File: src/rtl/frame_transfer_receiver.sv
// ---------------------------------------------------------------------------
// frame_transfer_receiver
//
// Destination end of the frame transfer interface. RGB24 macroblock beats are
// accepted under ul1Ready flow control and buffered in a FIFO. Macroblock
// length, type consistency and frame framing are checked on the way in. The
// FIFO head is presented to downstream logic as a valid/ready stream.
//
// Ports
//   ul1Clock          in   single clock for all logic
//   ul1Reset_n        in   asynchronous active-low reset
//   ul1SrcReset_n     in   synchronous active-low flush from the source
//   ul1Active         in   source is transferring; beat valid qualifier
//   eMacroBlockType   in   type of the current macroblock
//   ul24Rgb24Data     in   pixel data
//   ul1MacroBlockEnd  in   last pixel of the macroblock
//   ul1Ready          out  receiver can accept a beat this cycle (registered)
//   ul1OutValid       out  FIFO head valid
//   ul24OutData       out  FIFO head pixel
//   eOutType          out  FIFO head macroblock type
//   ul1OutMbEnd       out  FIFO head is last pixel of its macroblock
//   ul1OutFrameStart  out  FIFO head is first pixel of a frame
//   ul1OutReady       in   downstream accepts the head
//   ul1FrameDone      out  one-cycle pulse at a clean frame end
//   ul16MbCount       out  macroblocks completed in current/last frame (saturating)
//   ul1LengthError    out  sticky: macroblock length mismatch
//   ul1TypeError      out  sticky: type changed inside a macroblock
//   ul1TruncError     out  sticky: ul1Active dropped mid-macroblock
//   ul1ErrClear       in   clears all sticky errors
// ---------------------------------------------------------------------------
package frame_transfer_pkg;
    typedef enum logic [1:0] {
        MB_TYPE_I    = 2'd0,
        MB_TYPE_P    = 2'd1,
        MB_TYPE_B    = 2'd2,
        MB_TYPE_SKIP = 2'd3
    } teMacroBlockType;
endpackage

module frame_transfer_receiver
    import frame_transfer_pkg::*;
#(
    parameter int MB_PIXELS  = 64,
    parameter int FIFO_DEPTH = 16
) (
    input  logic            ul1Clock,
    input  logic            ul1Reset_n,
    input  logic            ul1SrcReset_n,
    input  logic            ul1Active,
    input  teMacroBlockType eMacroBlockType,
    input  logic [23:0]     ul24Rgb24Data,
    input  logic            ul1MacroBlockEnd,
    output logic            ul1Ready,
    output logic            ul1OutValid,
    output logic [23:0]     ul24OutData,
    output teMacroBlockType eOutType,
    output logic            ul1OutMbEnd,
    output logic            ul1OutFrameStart,
    input  logic            ul1OutReady,
    output logic            ul1FrameDone,
    output logic [15:0]     ul16MbCount,
    output logic            ul1LengthError,
    output logic            ul1TypeError,
    output logic            ul1TruncError,
    input  logic            ul1ErrClear
);

    localparam int PTR_W = $clog2(FIFO_DEPTH);
    localparam int CNT_W = PTR_W + 1;
    localparam int PC_W  = $clog2(MB_PIXELS);
    localparam int ENT_W = 28;

    localparam logic [PC_W-1:0]  PC_ZERO  = {PC_W{1'b0}};
    localparam logic [PC_W-1:0]  PC_LAST  = PC_W'(MB_PIXELS - 1);
    localparam logic [CNT_W-1:0] CNT_FULL = CNT_W'(FIFO_DEPTH);

    localparam logic [0:0] ST_IDLE    = 1'b0;
    localparam logic [0:0] ST_RECEIVE = 1'b1;

    // FIFO entry layout: {FrameStart[27], Type[26:25], MbEnd[24], Data[23:0]}
    function automatic logic [ENT_W-1:0] pack_entry(
        input logic            fs,
        input teMacroBlockType typ,
        input logic            mb_end,
        input logic [23:0]     pix
    );
        pack_entry = {fs, typ, mb_end, pix};
    endfunction

    logic [ENT_W-1:0] mem_r [FIFO_DEPTH];
    logic [PTR_W-1:0] wr_ptr_r;
    logic [PTR_W-1:0] rd_ptr_r;
    logic [CNT_W-1:0] count_r;
    logic             valid_r;
    logic             ready_r;
    logic [0:0]       state_r;
    logic [PC_W-1:0]  pc_r;
    teMacroBlockType  type_r;
    logic [15:0]      mb_count_r;
    logic             frame_done_r;
    logic             len_err_r;
    logic             type_err_r;
    logic             trunc_err_r;

    logic             accept_s;
    logic             read_s;
    logic [CNT_W-1:0] count_next_s;
    logic [ENT_W-1:0] entry_s;
    logic [ENT_W-1:0] head_s;
    logic [0:0]       state_next_s;
    logic [PC_W-1:0]  pc_next_s;
    teMacroBlockType  type_next_s;
    logic [15:0]      mb_base_s;
    logic [15:0]      mb_count_next_s;
    logic             frame_start_s;
    logic             done_s;
    logic             len_set_s;
    logic             type_set_s;
    logic             trunc_set_s;

    assign accept_s     = ul1Active & ready_r;
    assign read_s       = valid_r & ul1OutReady;
    assign count_next_s = count_r + CNT_W'(accept_s) - CNT_W'(read_s);
    assign entry_s      = pack_entry(frame_start_s, eMacroBlockType, ul1MacroBlockEnd, ul24Rgb24Data);
    assign head_s       = mem_r[rd_ptr_r];

    // Frame/macroblock tracking: next state, pixel counter, MB count and error events
    always_comb begin
        state_next_s    = state_r;
        pc_next_s       = pc_r;
        type_next_s     = type_r;
        mb_base_s       = mb_count_r;
        mb_count_next_s = mb_count_r;
        frame_start_s   = 1'b0;
        done_s          = 1'b0;
        len_set_s       = 1'b0;
        type_set_s      = 1'b0;
        trunc_set_s     = 1'b0;

        case (state_r)
            ST_IDLE: begin
                if (accept_s) begin
                    // First beat of a frame restarts the macroblock count
                    state_next_s    = ST_RECEIVE;
                    frame_start_s   = 1'b1;
                    mb_base_s       = 16'd0;
                    mb_count_next_s = 16'd0;
                end else begin
                    state_next_s = ST_IDLE;
                end
            end
            ST_RECEIVE: begin
                if (!ul1Active) begin
                    state_next_s = ST_IDLE;
                    pc_next_s    = PC_ZERO;
                    if (pc_r == PC_ZERO) begin
                        done_s = 1'b1;
                    end else begin
                        trunc_set_s = 1'b1;
                    end
                end else begin
                    state_next_s = ST_RECEIVE;
                end
            end
            default: begin
                state_next_s = ST_IDLE;
                pc_next_s    = PC_ZERO;
            end
        endcase

        if (accept_s) begin
            if (pc_r == PC_ZERO) begin
                type_next_s = eMacroBlockType;
            end else if (eMacroBlockType != type_r) begin
                type_set_s = 1'b1;
            end else begin
                type_set_s = 1'b0;
            end

            // A macroblock closes on MbEnd or on its last pixel slot, whichever comes first
            if (ul1MacroBlockEnd || (pc_r == PC_LAST)) begin
                pc_next_s       = PC_ZERO;
                len_set_s       = ~(ul1MacroBlockEnd & (pc_r == PC_LAST));
                mb_count_next_s = (mb_base_s == 16'hFFFF) ? mb_base_s : (mb_base_s + 16'd1);
            end else begin
                pc_next_s = pc_r + PC_W'(1);
            end
        end else begin
            type_set_s = 1'b0;
        end
    end

    // FIFO storage; contents only matter while counted as occupied
    always_ff @(posedge ul1Clock or negedge ul1Reset_n) begin
        if (!ul1Reset_n) begin
            for (int i = 0; i < FIFO_DEPTH; i++) begin
                mem_r[i] <= {ENT_W{1'b0}};
            end
        end else if (ul1SrcReset_n && accept_s) begin
            mem_r[wr_ptr_r] <= entry_s;
        end else begin
            mem_r[wr_ptr_r] <= mem_r[wr_ptr_r];
        end
    end

    // FIFO pointers, occupancy, and the registered valid/ready flags
    always_ff @(posedge ul1Clock or negedge ul1Reset_n) begin
        if (!ul1Reset_n) begin
            wr_ptr_r <= {PTR_W{1'b0}};
            rd_ptr_r <= {PTR_W{1'b0}};
            count_r  <= {CNT_W{1'b0}};
            valid_r  <= 1'b0;
            ready_r  <= 1'b0;
        end else if (!ul1SrcReset_n) begin
            wr_ptr_r <= {PTR_W{1'b0}};
            rd_ptr_r <= {PTR_W{1'b0}};
            count_r  <= {CNT_W{1'b0}};
            valid_r  <= 1'b0;
            ready_r  <= 1'b0;
        end else begin
            wr_ptr_r <= wr_ptr_r + PTR_W'(accept_s);
            rd_ptr_r <= rd_ptr_r + PTR_W'(read_s);
            count_r  <= count_next_s;
            valid_r  <= (count_next_s != {CNT_W{1'b0}});
            ready_r  <= (count_next_s < CNT_FULL);
        end
    end

    // Frame FSM, pixel counter, latched type and macroblock count
    always_ff @(posedge ul1Clock or negedge ul1Reset_n) begin
        if (!ul1Reset_n) begin
            state_r      <= ST_IDLE;
            pc_r         <= PC_ZERO;
            type_r       <= MB_TYPE_I;
            mb_count_r   <= 16'd0;
            frame_done_r <= 1'b0;
        end else if (!ul1SrcReset_n) begin
            // Flush abandons the frame but keeps the count of what was completed
            state_r      <= ST_IDLE;
            pc_r         <= PC_ZERO;
            type_r       <= type_r;
            mb_count_r   <= mb_count_r;
            frame_done_r <= 1'b0;
        end else begin
            state_r      <= state_next_s;
            pc_r         <= pc_next_s;
            type_r       <= type_next_s;
            mb_count_r   <= mb_count_next_s;
            frame_done_r <= done_s;
        end
    end

    // Sticky error flags; a new error in the same cycle wins over the clear
    always_ff @(posedge ul1Clock or negedge ul1Reset_n) begin
        if (!ul1Reset_n) begin
            len_err_r   <= 1'b0;
            type_err_r  <= 1'b0;
            trunc_err_r <= 1'b0;
        end else if (!ul1SrcReset_n) begin
            len_err_r   <= len_err_r   & ~ul1ErrClear;
            type_err_r  <= type_err_r  & ~ul1ErrClear;
            trunc_err_r <= trunc_err_r & ~ul1ErrClear;
        end else begin
            len_err_r   <= len_set_s   | (len_err_r   & ~ul1ErrClear);
            type_err_r  <= type_set_s  | (type_err_r  & ~ul1ErrClear);
            trunc_err_r <= trunc_set_s | (trunc_err_r & ~ul1ErrClear);
        end
    end

    assign ul1Ready         = ready_r;
    assign ul1OutValid      = valid_r;
    assign ul1OutFrameStart = head_s[27];
    assign eOutType         = teMacroBlockType'(head_s[26:25]);
    assign ul1OutMbEnd      = head_s[24];
    assign ul24OutData      = head_s[23:0];
    assign ul1FrameDone     = frame_done_r;
    assign ul16MbCount      = mb_count_r;
    assign ul1LengthError   = len_err_r;
    assign ul1TypeError     = type_err_r;
    assign ul1TruncError    = trunc_err_r;

endmodule

File: config.mk
export PLATFORM = sky130hd
export DESIGN_NAME = frame_transfer_receiver
export DESIGN_NICKNAME = d
export VERILOG_FILES = /design/src/rtl/frame_transfer_receiver.sv
export SDC_FILE = /design/constraint.sdc
export NUM_CORES = 1
export LEC_CHECK = 0
export ABC_AREA = 1
export CAP_MARGIN = 10
export CORE_AREA = 8 8 282 284
export CTS_BUF_LIST = sky130_fd_sc_hd__clkbuf_8
export DETAILED_ROUTE_END_ITERATION = 6
export DIE_AREA = 0 0 290 292
export SETUP_SLACK_MARGIN = 0.2
export SYNTH_ARGS = -nofsm -noshare
export SYNTH_HDL_FRONTEND = slang
export SYNTH_SLANG_ARGS = --single-unit
File: constraint.sdc
create_clock -name ul1Clock -period 2.55 [get_ports ul1Clock]
set_input_delay 0.6375 -clock ul1Clock [delete_from_list [all_inputs] [get_ports ul1Clock]]
set_output_delay 0.6375 -clock ul1Clock [all_outputs]
set_load 0.05 [all_outputs]
==> run_results.csv, run 1 <==
group,metric,value,unit
timing,slew_headroom,0.452,
worst_setup_path,worstSetupPathType,"flip-flop to output port",
global_route,grt_pass1_wl,159000,um
worst_setup_path,worst-r2r-cell-count,6,
placement,port_buffers,82,
run,drv_cap,0,
worst_setup_path,ff2ff_setup_slack,310,ps
floorplan,core-area,75200,um2
global_route,track_usage,0.237,
outcome,status,"finished, violations left",
global_route,grt.overflow.total,0,
routing,drcViolationCount,0,
placement,dp_slack,-157,ps
logic_synthesis,ys_warn_count,0,
logic_synthesis,syn_inst,3803,
clock_tree,cts.sinks,492,
logic_synthesis,synth_cell_types,47,
worst_setup_path,setup.worst_path.start_class,"flip-flop",
logic_synthesis,syn_avg_cell_area,7.81,um2
global_route,antenna_found_initial,2,
placement,hpwlAfterDp,59800,um
final_layout,final_common_cell,"nand2_1",
routing,wl,106000,um
logic_synthesis,synth-xor-area-share,0.00531,
final_layout,area_growth,20.5,%
power,power_density,878,nW/um2
floorplan,num_rows,101,
routing,num_vias,27893,
power,leakage,16.2,nW
worst_setup_path,crit_chain,"buf_6 > clkbuf_16 > buf_12 > mux2i_1 > o21ai_1 > o211ai_1 > nand2_2 > buf_12",
routing,ant_nets,0,
timing,finalClockSkew,25.9,ps
power,peakVddDrop,0.536,mV
timing,finalCritPeriodShare,1.24,
clock_tree,cts_buffers,89,
logic_synthesis,syn-num-nets,3848,
final_layout,drive_above_1_share,0.199,
power,fin_total_pwr,31.5,mW
routing,via_per_inst,5.63,
timing,drv_slew,0,
logic_synthesis,synth_top_family_by_area,"compound AO/OA/AOI/OAI gates",
floorplan,dieArea,84700,um2
clock_tree,cts_tree,"built",
timing,timing.final.ws_setup,-604,ps
timing,setup_violations,28,
outcome,failed_checks,"setup timing",
clock_tree,cts_buffer_depth,3,
worst_setup_path,crit_top_cell,"buf_12",
clock_tree,root_buffer,"clkbuf_8",
logic_synthesis,synth_area,29700,um2
logic_synthesis,synth_edf_count,0,
worst_setup_path,max_stage_delay,490,ps
routing,drt_first_pass_iters,6,
clock_tree,htree_levels,3,
routing,drt_iter0_drc,2698,
worst_setup_path,endpoint_kind,"output port",
logic_synthesis,yosys.area_share.adder,0.00531,
placement,gp_congestion,0.867,
final_layout,final_cell_mix,"nand2_1 (962), dfrtp_1 (487), o21ai_0 (409)",
logic_synthesis,yosys.area_share.simple,0.194,
floorplan,fp.dieH,292,um
floorplan,ios,83,
floorplan,initial_core_util,0.395,
logic_synthesis,synth_compound_gate_area_share,0.273,
clock_tree,clkTransAtPathRegs,60,ps
clock_tree,clk_latency,710,ps
final_layout,nets,3956,
logic_synthesis,synth_flop_cell,"dfrtp_1",
routing,avgRoutedWirePerCell,21.4,um
logic_synthesis,synth-seq-cells,492,
timing,final_hold_viol_count,0,
worst_setup_path,arrival,2520,ps
logic_synthesis,yosysTopAreaCell,"dfrtp_1",
logic_synthesis,synth_area_leaders,"dfrtp_1 (41%), nand2_1 (12%), o21ai_0 (8.5%)",
timing,fmax,317,MHz
timing,rsz0062_at_grt,"true",
min_path,worst_hold_path_type,"flip-flop to flip-flop",
min_path,hold_path_depth,2,
global_route,grt_start_max_net_pins,77,
worst_setup_path,slowest_stage,"dfrtp_4",
logic_synthesis,synth_seq_area_share,0.414,
timing,tns,-14540,ps
floorplan,dieWidth,290,um
timing,fin_crit,3150,ps
logic_synthesis,async_flop_share,1.00,
timing,worst_pin_slew,822,ps
global_route,grt_pass1_vias,26188,
logic_synthesis,synth_top_cell_area_share,0.414,
worst_setup_path,required,1910,ps
worst_setup_path,crit_fanout,7,
logic_synthesis,synthMuxAreaShare,0.0179,
[through the flow]
step	utilization	cells	cell area (um2)	hold WS, ps
floorplan	-	3803	29800	342
finish	0.476	4958	35800	501
detailed placement	0.440	4774	33100	486
global route	0.476	4957	35800	513
CTS	0.467	4939	35100	476
global placement	0.440	4774	33100	483
[final timing paths]
path / from / endpoint
worst min-delay path: mem_r[430] / mem_r[430]
min in group asynchronous: ul1Reset_n / mem_r[329]
max in group asynchronous: ul1Reset_n / mem_r[122]
worst max-delay path: rd_ptr_r[0] / ul24OutData[3]
worst min register to register: mem_r[430] / mem_r[430]
worst max register to register: wr_ptr_r[0] / mem_r[433]
[sequential cells by signal, summed over array words and instances (netlist names), 2 cells and up]
signal / flops
count_r: 5
mem_r: 448
pc_r: 6
rd_ptr_r: 4
type_r: 2
ul16MbCount: 16
wr_ptr_r: 4
[timing repair]
action / 4_1_cts / 5_1_grt
gates cloned: 2 / 13
pin swaps: 2 / 46
endpoints found under the setup margin: 50 / 237
buffers inserted: 4 / 4
hold endpoints to repair: 30 / 0
gates resized for setup: 84 / 131
hold buffers: 1 / 0
[final cells by class]
type,count,area [um2]
antenna,2,5.00
clock buffer,112,1540
clock inverter,46,264
fill,7199,39400
inverter,276,1050
multi-input combinational,2723,15300
sequential,492,12300
tap,978,1220
timing repair buffer,329,4140
[report_power, final]
part	internal [mW]	switching, mW	leakage [nW]
clock network	4.15	3.53	1.04
logic	5.86	8.35	10.4
registers	8.87	0.696	4.86
total	18.9	12.6	16.2
[cell families after synthesis]
logic type,count (synthesis)
AND/OR/NAND/NOR,1383
XOR/XNOR,18
flip-flops,492
adder cells (fa/ha/maj),12
multiplexers,53
AO/OA/AOI/OAI,1257
buffers and inverters,588
[Yosys cell counts (20+ instances only)]
cell      number
nand2_1      985
o21ai_0      502
dfrtp_1      492
nor2_1       269
inv_1        256
clkbuf_1     191
a21oi_1      182
o21ai_1      180
o22ai_2      150
a22oi_1       89
o211ai_1      53
mux2i_1       52
buf_6         49
buf_2         46
nand3_1       39
o22ai_1       37
nor2_4        34
o221ai_1      25
o21ai_2       20
[layer usage]
layer  global-route usage  wire [um]  vias to the layer above  share of wire
li1                     -          -                    13018              -
met1                0.323      45500                    13382           0.43
met2                0.375      47700                     1217           0.45
met3               0.0430       8740                      276          0.083
met4               0.0881       3990                        0          0.038
met5                    0          0                        -              0
[critical path, delay by kind of cell (launching register included)]
| family | cells | cell delay, ps |
|---|---|---|
| DFF | 1 | 490 |
| buffers and inverters | 4 | 650 |
| muxes | 1 | 130 |
| AOI/OAI and AO/OA | 2 | 340 |
| and+or+nand+nor | 1 | 190 |
No activity file was read; power rests on OpenSTA's default activity.
==> run 2: changes to the inputs <==
Settings changed: SLEW_MARGIN set to 20.
==> results of run 2 <==
The final DEF is identical to that of run 1; final timing and power are the same.
